`src/rtl/next_pc_pkg.sv`:
```
// Shared definitions for the next-PC unit: control-flow type encodings,
// BTB counter constants and the branch-outcome helpers.
package next_pc_pkg;

    localparam int unsigned BR_TYPE_W = 4;
    localparam int unsigned CTR_W     = 2;

    typedef enum logic [BR_TYPE_W-1:0] {
        BR_NONE = 4'd0,
        BR_BEQ  = 4'd1,
        BR_BNE  = 4'd2,
        BR_BLT  = 4'd3,
        BR_BGE  = 4'd4,
        BR_BLTU = 4'd5,
        BR_BGEU = 4'd6,
        BR_JAL  = 4'd7,
        BR_JALR = 4'd8
    } br_type_e;

    localparam logic [CTR_W-1:0] CTR_MIN        = 2'd0;
    localparam logic [CTR_W-1:0] CTR_WEAK_TAKEN = 2'd2;
    localparam logic [CTR_W-1:0] CTR_MAX        = 2'd3;

    // Actual outcome of a resolved instruction; unknown encodings behave as NONE.
    function automatic logic br_taken(input logic [BR_TYPE_W-1:0] br_type,
                                      input logic zero,
                                      input logic less,
                                      input logic lessu);
        logic taken;
        case (br_type)
            BR_BEQ:  taken = zero;
            BR_BNE:  taken = !zero;
            BR_BLT:  taken = less;
            BR_BGE:  taken = !less;
            BR_BLTU: taken = lessu;
            BR_BGEU: taken = !lessu;
            BR_JAL:  taken = 1'b1;
            BR_JALR: taken = 1'b1;
            default: taken = 1'b0;
        endcase
        return taken;
    endfunction

    // Conditional branches and JAL train the BTB; JALR targets are not cached.
    function automatic logic br_trains_btb(input logic [BR_TYPE_W-1:0] br_type);
        logic trains;
        case (br_type)
            BR_BEQ, BR_BNE, BR_BLT, BR_BGE, BR_BLTU, BR_BGEU, BR_JAL: trains = 1'b1;
            default: trains = 1'b0;
        endcase
        return trains;
    endfunction

    function automatic logic [CTR_W-1:0] ctr_update(input logic [CTR_W-1:0] ctr,
                                                    input logic taken);
        logic [CTR_W-1:0] nxt;
        if (taken) begin
            nxt = (ctr == CTR_MAX) ? ctr : ctr + CTR_W'(1);
        end else begin
            nxt = (ctr == CTR_MIN) ? ctr : ctr - CTR_W'(1);
        end
        return nxt;
    endfunction

endpackage

```
`src/rtl/next_pc_unit_btb.sv`:
```
// Direct-mapped branch target buffer: combinational lookup on the fetch PC,
// training from EX-stage resolutions. Old entry is seen on same-index update.
module next_pc_unit_btb
    import next_pc_pkg::*;
#(
    parameter int unsigned ADDR_W = 32,
    parameter int unsigned DEPTH  = 16
) (
    input  logic              clk,
    input  logic              rstn,
    input  logic [ADDR_W-1:0] lookup_pc_i,
    output logic              pred_taken_o,
    output logic [ADDR_W-1:0] pred_target_o,
    input  logic              upd_en_i,
    input  logic              upd_taken_i,
    input  logic [ADDR_W-1:0] upd_pc_i,
    input  logic [ADDR_W-1:0] upd_target_i
);

    localparam int unsigned IDX_W = $clog2(DEPTH);
    localparam int unsigned TAG_W = ADDR_W - IDX_W;

    logic [DEPTH-1:0]  valid_q;
    logic [TAG_W-1:0]  tag_q    [DEPTH];
    logic [ADDR_W-1:0] target_q [DEPTH];
    logic [CTR_W-1:0]  ctr_q    [DEPTH];

    logic [IDX_W-1:0] lk_idx;
    logic [TAG_W-1:0] lk_tag;
    logic             lk_hit;
    logic [IDX_W-1:0] up_idx;
    logic [TAG_W-1:0] up_tag;
    logic             up_hit;
    logic             wr_en;
    logic [CTR_W-1:0] wr_ctr;

    // Lookup
    always_comb begin
        lk_idx        = lookup_pc_i[IDX_W-1:0];
        lk_tag        = lookup_pc_i[ADDR_W-1:IDX_W];
        lk_hit        = valid_q[lk_idx] && (tag_q[lk_idx] == lk_tag);
        pred_taken_o  = lk_hit && (ctr_q[lk_idx] >= CTR_WEAK_TAKEN);
        pred_target_o = target_q[lk_idx];
    end

    // Update: train on hit, allocate only on a taken miss
    always_comb begin
        up_idx = upd_pc_i[IDX_W-1:0];
        up_tag = upd_pc_i[ADDR_W-1:IDX_W];
        up_hit = valid_q[up_idx] && (tag_q[up_idx] == up_tag);
        wr_en  = upd_en_i && (up_hit || upd_taken_i);
        wr_ctr = up_hit ? ctr_update(ctr_q[up_idx], upd_taken_i) : CTR_WEAK_TAKEN;
    end

    always_ff @(posedge clk or negedge rstn) begin
        if (!rstn) begin
            valid_q <= '0;
        end else if (wr_en) begin
            valid_q[up_idx] <= 1'b1;
        end
    end

    // Payload needs no reset: it is only observed behind a valid bit.
    always_ff @(posedge clk) begin
        if (wr_en) begin
            tag_q[up_idx]    <= up_tag;
            target_q[up_idx] <= upd_target_i;
            ctr_q[up_idx]    <= wr_ctr;
        end
    end

endmodule

```
`src/rtl/next_pc_unit.sv`:
```
// Fetch PC register with EX-stage branch resolution, redirect and flush.
// Define NEXT_PC_BTB_EN to add a direct-mapped BTB for fetch-time prediction.
module next_pc_unit
    import next_pc_pkg::*;
#(
    parameter int unsigned        ADDR_W     = 32,
    parameter logic [ADDR_W-1:0]  RESET_ADDR = '0,
    parameter int unsigned        BTB_DEPTH  = 16
) (
    input  logic                 clk,
    input  logic                 rstn,
    input  logic                 stall_i,
    input  logic                 br_valid_i,
    input  logic [BR_TYPE_W-1:0] br_type_i,
    input  logic                 zero_i,
    input  logic                 less_i,
    input  logic                 lessu_i,
    input  logic [ADDR_W-1:0]    ex_pc_i,
    input  logic [ADDR_W-1:0]    pc_rel_addr_i,
    input  logic [ADDR_W-1:0]    reg_rel_addr_i,
    input  logic                 ex_pred_taken_i,
    output logic [ADDR_W-1:0]    pc_o,
    output logic                 pc_valid_o,
    output logic                 pred_taken_o,
    output logic                 flush_o
);

    if (BTB_DEPTH < 2 || (BTB_DEPTH & (BTB_DEPTH - 1)) != 0
        || $clog2(BTB_DEPTH) >= ADDR_W) begin : g_bad_btb_depth
        $error("next_pc_unit: BTB_DEPTH must be a power of two, >= 2 and narrower than ADDR_W");
    end

    logic [ADDR_W-1:0] pc_q, pc_d;
    logic              pc_valid_q, pc_valid_d;

    logic              taken_c;
    logic              is_jalr_c;
    logic              mispredict_c;
    logic [ADDR_W-1:0] target_c;
    logic [ADDR_W-1:0] redirect_c;
    logic              pred_taken_c;
    logic [ADDR_W-1:0] pred_target_c;

    // Resolve the EX instruction against the prediction it carried
    always_comb begin
        taken_c      = br_taken(br_type_i, zero_i, less_i, lessu_i);
        is_jalr_c    = (br_type_i == BR_JALR);
        target_c     = is_jalr_c ? reg_rel_addr_i : pc_rel_addr_i;
        mispredict_c = br_valid_i && ((taken_c != ex_pred_taken_i) || is_jalr_c);
        redirect_c   = taken_c ? target_c : ex_pc_i + ADDR_W'(1);
    end

`ifdef NEXT_PC_BTB_EN
    logic btb_upd_en;

    assign btb_upd_en = br_valid_i && br_trains_btb(br_type_i);

    next_pc_unit_btb #(
        .ADDR_W (ADDR_W),
        .DEPTH  (BTB_DEPTH)
    ) u_btb (
        .clk           (clk),
        .rstn          (rstn),
        .lookup_pc_i   (pc_q),
        .pred_taken_o  (pred_taken_c),
        .pred_target_o (pred_target_c),
        .upd_en_i      (btb_upd_en),
        .upd_taken_i   (taken_c),
        .upd_pc_i      (ex_pc_i),
        .upd_target_i  (target_c)
    );
`else
    // Static not-taken: every taken control transfer redirects from EX.
    assign pred_taken_c  = 1'b0;
    assign pred_target_c = '0;
`endif

    // Next-PC selection, highest priority first
    always_comb begin
        pc_d       = pc_q;
        pc_valid_d = 1'b1;
        if (!pc_valid_q) begin
            pc_d = pc_q;
        end else if (mispredict_c) begin
            pc_d = redirect_c;
        end else if (stall_i) begin
            pc_d = pc_q;
        end else if (pred_taken_c) begin
            pc_d = pred_target_c;
        end else begin
            pc_d = pc_q + ADDR_W'(1);
        end
    end

    always_ff @(posedge clk or negedge rstn) begin
        if (!rstn) begin
            pc_q       <= RESET_ADDR;
            pc_valid_q <= 1'b0;
        end else begin
            pc_q       <= pc_d;
            pc_valid_q <= pc_valid_d;
        end
    end

    assign pc_o         = pc_q;
    assign pc_valid_o   = pc_valid_q;
    assign pred_taken_o = pred_taken_c;
    assign flush_o      = pc_valid_q && mispredict_c;

endmodule

```
`config.mk`:
```
export PLATFORM = sky130hd
export DESIGN_NAME = next_pc_unit
export DESIGN_NICKNAME = d
export VERILOG_FILES = /design/src/rtl/next_pc_pkg.sv /design/src/rtl/next_pc_unit_btb.sv /design/src/rtl/next_pc_unit.sv
export SDC_FILE = /design/constraint.sdc
export NUM_CORES = 1
export LEC_CHECK = 0
export ABC_CLOCK_PERIOD_IN_PS = 4400
export CELL_PAD_IN_SITES_DETAIL_PLACEMENT = 0
export CELL_PAD_IN_SITES_GLOBAL_PLACEMENT = 2
export CORE_ASPECT_RATIO = 1.75
export CORE_MARGIN = 5
export CORE_UTILIZATION = 26
export DETAILED_ROUTE_END_ITERATION = 8
export PLACE_DENSITY_LB_ADDON = 0.1
export RECOVER_POWER = 100
export SKIP_CTS_REPAIR_TIMING = 1
export SYNTH_ARGS = -nofsm -noshare
export SYNTH_HDL_FRONTEND = slang
export SYNTH_SLANG_ARGS = --single-unit
```
`constraint.sdc`:
```
create_clock -name clk -period 4.4 [get_ports clk]
set_clock_uncertainty 0.2 [all_clocks]
set_input_delay 0.88 -clock clk [delete_from_list [all_inputs] [get_ports clk]]
set_output_delay 0.88 -clock clk [all_outputs]
set_load 0.02 [all_outputs]
```
==> impl_metrics.tcl <==
set metrics [dict create \
    post-place-ws_ns 0.298 \
    arrival_ns 3.04 \
    p_leak_nw 1.93 \
    numCtsBuffers 5 \
    rsz0062_at_grt "no" \
    clkLatencyLatePin_ns 0.28 \
    max_cap_violations 1 \
    synth_cell_type_count 61 \
    htree_levels 2 \
    synth_fa_ha_area_frac 0.00708 \
    p_sw_frac 0.412 \
    grt.total_usage 0.196 \
    tns_ns 0 \
    syn_area_um2 3530 \
    worst_slack_ns 0.279 \
    core_area_um2 13400 \
    critPathKind "in -> out" \
    synth_top_family_by_area "simple AND/OR/NAND/NOR gates" \
    final_core_util 0.399 \
    worst_slew_pin_slew_ns 1.93 \
    synth_fp_nets 576 \
    switchingPower_mw 0.693 \
    synth_compound_area_frac 0.223 \
    reg2reg_slack_ns 1.54 \
    startpoint_type "input pin" \
    dieArea_um2 16100 \
    drtAntennaViolNets 0 \
    power.density_nw_per_um2 315 \
    drc 0 \
    hold_class "reg -> reg" \
    yosysWarnings 0 \
    tritoncts "done" \
    synth-simple-area-share 0.305 \
    via_count 4180 \
    hpwl_mm 13.2 \
    seq_power_share 0.317 \
    outcome "finished with violations" \
    failed_checks "max-capacitance violations, max-slew violations" \
    finalSetupViolCount 0 \
    avgViaCountPerCell 5.33 \
    syn_avg_cell_area_um2 7.59 \
    netlist_instances 466 \
    final_nets 720 \
    yosysSeqAreaShare 0.234 \
    port_buffers 141 \
    routed_wl_mm 16.2 \
    cp.required_ns 3.32 \
    num_io_pins 143 \
    diodes 0 \
    fp-row-count 56 \
    p_clk_frac 0.208 \
    p_int_mw 0.989 \
    grt_first_pass_wirelength_mm 24.7 \
    ir_drop_uv 283 \
    antenna_found_initial 0 \
    cts_num_sinks 33 \
    drtIter0Drc 118 \
    fin_crit_sh 0.937 \
    syn_to_final_growth_pct 51.0 \
    synth_xor_area_frac 0.0765 \
    fin_crit_ns 4.12 \
    routedWlPerCell_um 20.7 \
    fp.dieH_um 164 \
    relSlewSlack -0.287 \
    cts_buffer_depth 2 \
    grt_pass1_vias 4385 \
    die_x_um 98.1 \
    fmax_mhz 243 \
    power_frac_comb 0.476 \
    ys_ff_latch 33 \
    ys.flop_type "dfrtp_1" \
    crit_path_max_fanout 7 \
    synth_edf_count 0 \
    synthArstFlopShare 1.00 \
    drive_gt1_frac 0.0607 \
    drv_slew 34 \
    start_util 0.264 \
    dr.pass1.iters 4 \
    cts_root_buf "clkbuf_16" \
    muxShareOfSynthArea 0.104 \
    worstSetupEndpointType "output port" \
    path_clk_slew_ns 0.06 \
    routabilityCongestion 0.881 \
    grt_overflow 0 \
    hold_viol_final 0 \
    grt_max_degree 34 \
]
==> power by group through the flow <==
stage	registers, mW	clock network (mW)	logic [mW]
6_report	0.532	0.349	0.800
5_1_grt	0.548	0.372	0.867
4_1_cts	0.536	0.357	0.853
3_5_place_dp	0.537	0	0.849
3_3_place_gp	0.539	0	0.844
2_1_floorplan	0.614	0	0.305
==> logic make-up after synthesis <==
kind of cell / Yosys count
and+or+nand+nor: 206
AOI/OAI and AO/OA: 115
buffers and inverters: 42
muxes: 36
DFF: 33
xor gates and xnor gates: 30
adders and majority gates: 2
other: 2
==> layout by cell type, fill, tap and decap left out, types with 3 or more instances in the layout <==
master / n
buf_4: 14
and4_1: 4
clkdlybuf4s50_1: 105
a22oi_1: 3
nand4_1: 25
and2_1: 3
clkbuf_16: 5
nand2_1: 60
nor2_1: 24
a31oi_1: 3
a211oi_1: 9
o21ai_0: 21
and3_1: 9
o211ai_1: 12
a2bb2oi_1: 8
o21ai_1: 3
nor3_1: 15
mux2_2: 4
a21oi_1: 24
nor2b_1: 3
o22ai_1: 10
xnor2_1: 20
nand3_1: 35
clkbuf_1: 6
nor4_1: 7
dfrtp_1: 33
or3_1: 3
inv_1: 17
dlygate4sd3_1: 36
nor4b_1: 3
mux2i_1: 31
a211o_1: 5
xor2_1: 9
==> per-stage QoR <==
step	instances	hold slack [ns]	instance area, µm²	total power, mW
floorplan	466	0.384	3530	0.919
global placement	777	0.362	5230	1.38
detailed placement	777	0.349	5230	1.39
CTS	784	0.362	5370	1.75
global route	784	0.387	5340	1.79
finish	784	0.353	5340	1.68
==> registers in the layout (all words and copies together) (netlist names) <==
name,count
pc_o,32
pc_valid_o,1
==> final timing paths <==
check                                  start        to  cells past startpoint
worst max register to register       pc_o[0]  pc_o[28]                      7
worst min-delay path                pc_o[25]  pc_o[25]                      1
worst max-delay path            br_type_i[1]   flush_o                      8
worst min register to register      pc_o[25]  pc_o[25]                      1
min in group asynchronous               rstn   pc_o[7]                      2
max in group asynchronous               rstn  pc_o[31]                      2
==> worst max-delay path, stage by stage <==
cell and delay, ns:
clkdlybuf4s50_1 0.48, clkbuf_1 0.28, mux2_2 0.22, nand3_1 0.16
nand3_1 0.19, nand3_1 0.14, inv_2 0.08, clkdlybuf4s50_1 0.61
==> final cells by class <==
| type | instances | area [µm²] |
|---|---|---|
| clock buffer | 7 | 143 |
| fill | 1402 | 8050 |
| inverter | 18 | 67.6 |
| multi-input combinational | 391 | 2530 |
| sequential | 33 | 826 |
| tap | 174 | 218 |
| timing repair buffer | 161 | 1560 |
==> synthesized netlist by cell type (all sizes together), types with 3 or more instances <==
cell / number / area [µm²]
nor3: 16 / 85.1
and3: 9 / 56.3
nand4: 25 / 156
buf: 12 / 60.1
nor2b: 3 / 18.8
mux2: 5 / 56.3
a22oi: 3 / 22.5
a2bb2oi: 8 / 70.1
and4: 4 / 35.0
nor4b: 4 / 35.0
dfrtp: 33 / 826
nor2: 24 / 90.1
a21oi: 24 / 120
o21ai: 24 / 120
xnor2: 21 / 191
nor4: 9 / 68.8
o211ai: 13 / 116
nand2: 60 / 225
mux2i: 31 / 310
or3: 3 / 18.8
o22ai: 10 / 62.6
a31oi: 3 / 18.8
clkbuf: 12 / 45.0
or4: 4 / 37.5
and2: 3 / 18.8
nand3: 36 / 185
a211oi: 10 / 80.1
a211o: 5 / 43.8
inv: 18 / 67.6
xor2: 9 / 78.8
==> metal layers <==
metal | track usage | wire, µm | up-vias
met5 | 0 | 0 | -
met4 | 0.0603 | 506 | 0
met3 | 0.0314 | 611 | 24
met2 | 0.396 | 9260 | 123
met1 | 0.203 | 5860 | 1995
li1 | - | - | 2038
Power figures use the tool's default switching activity.
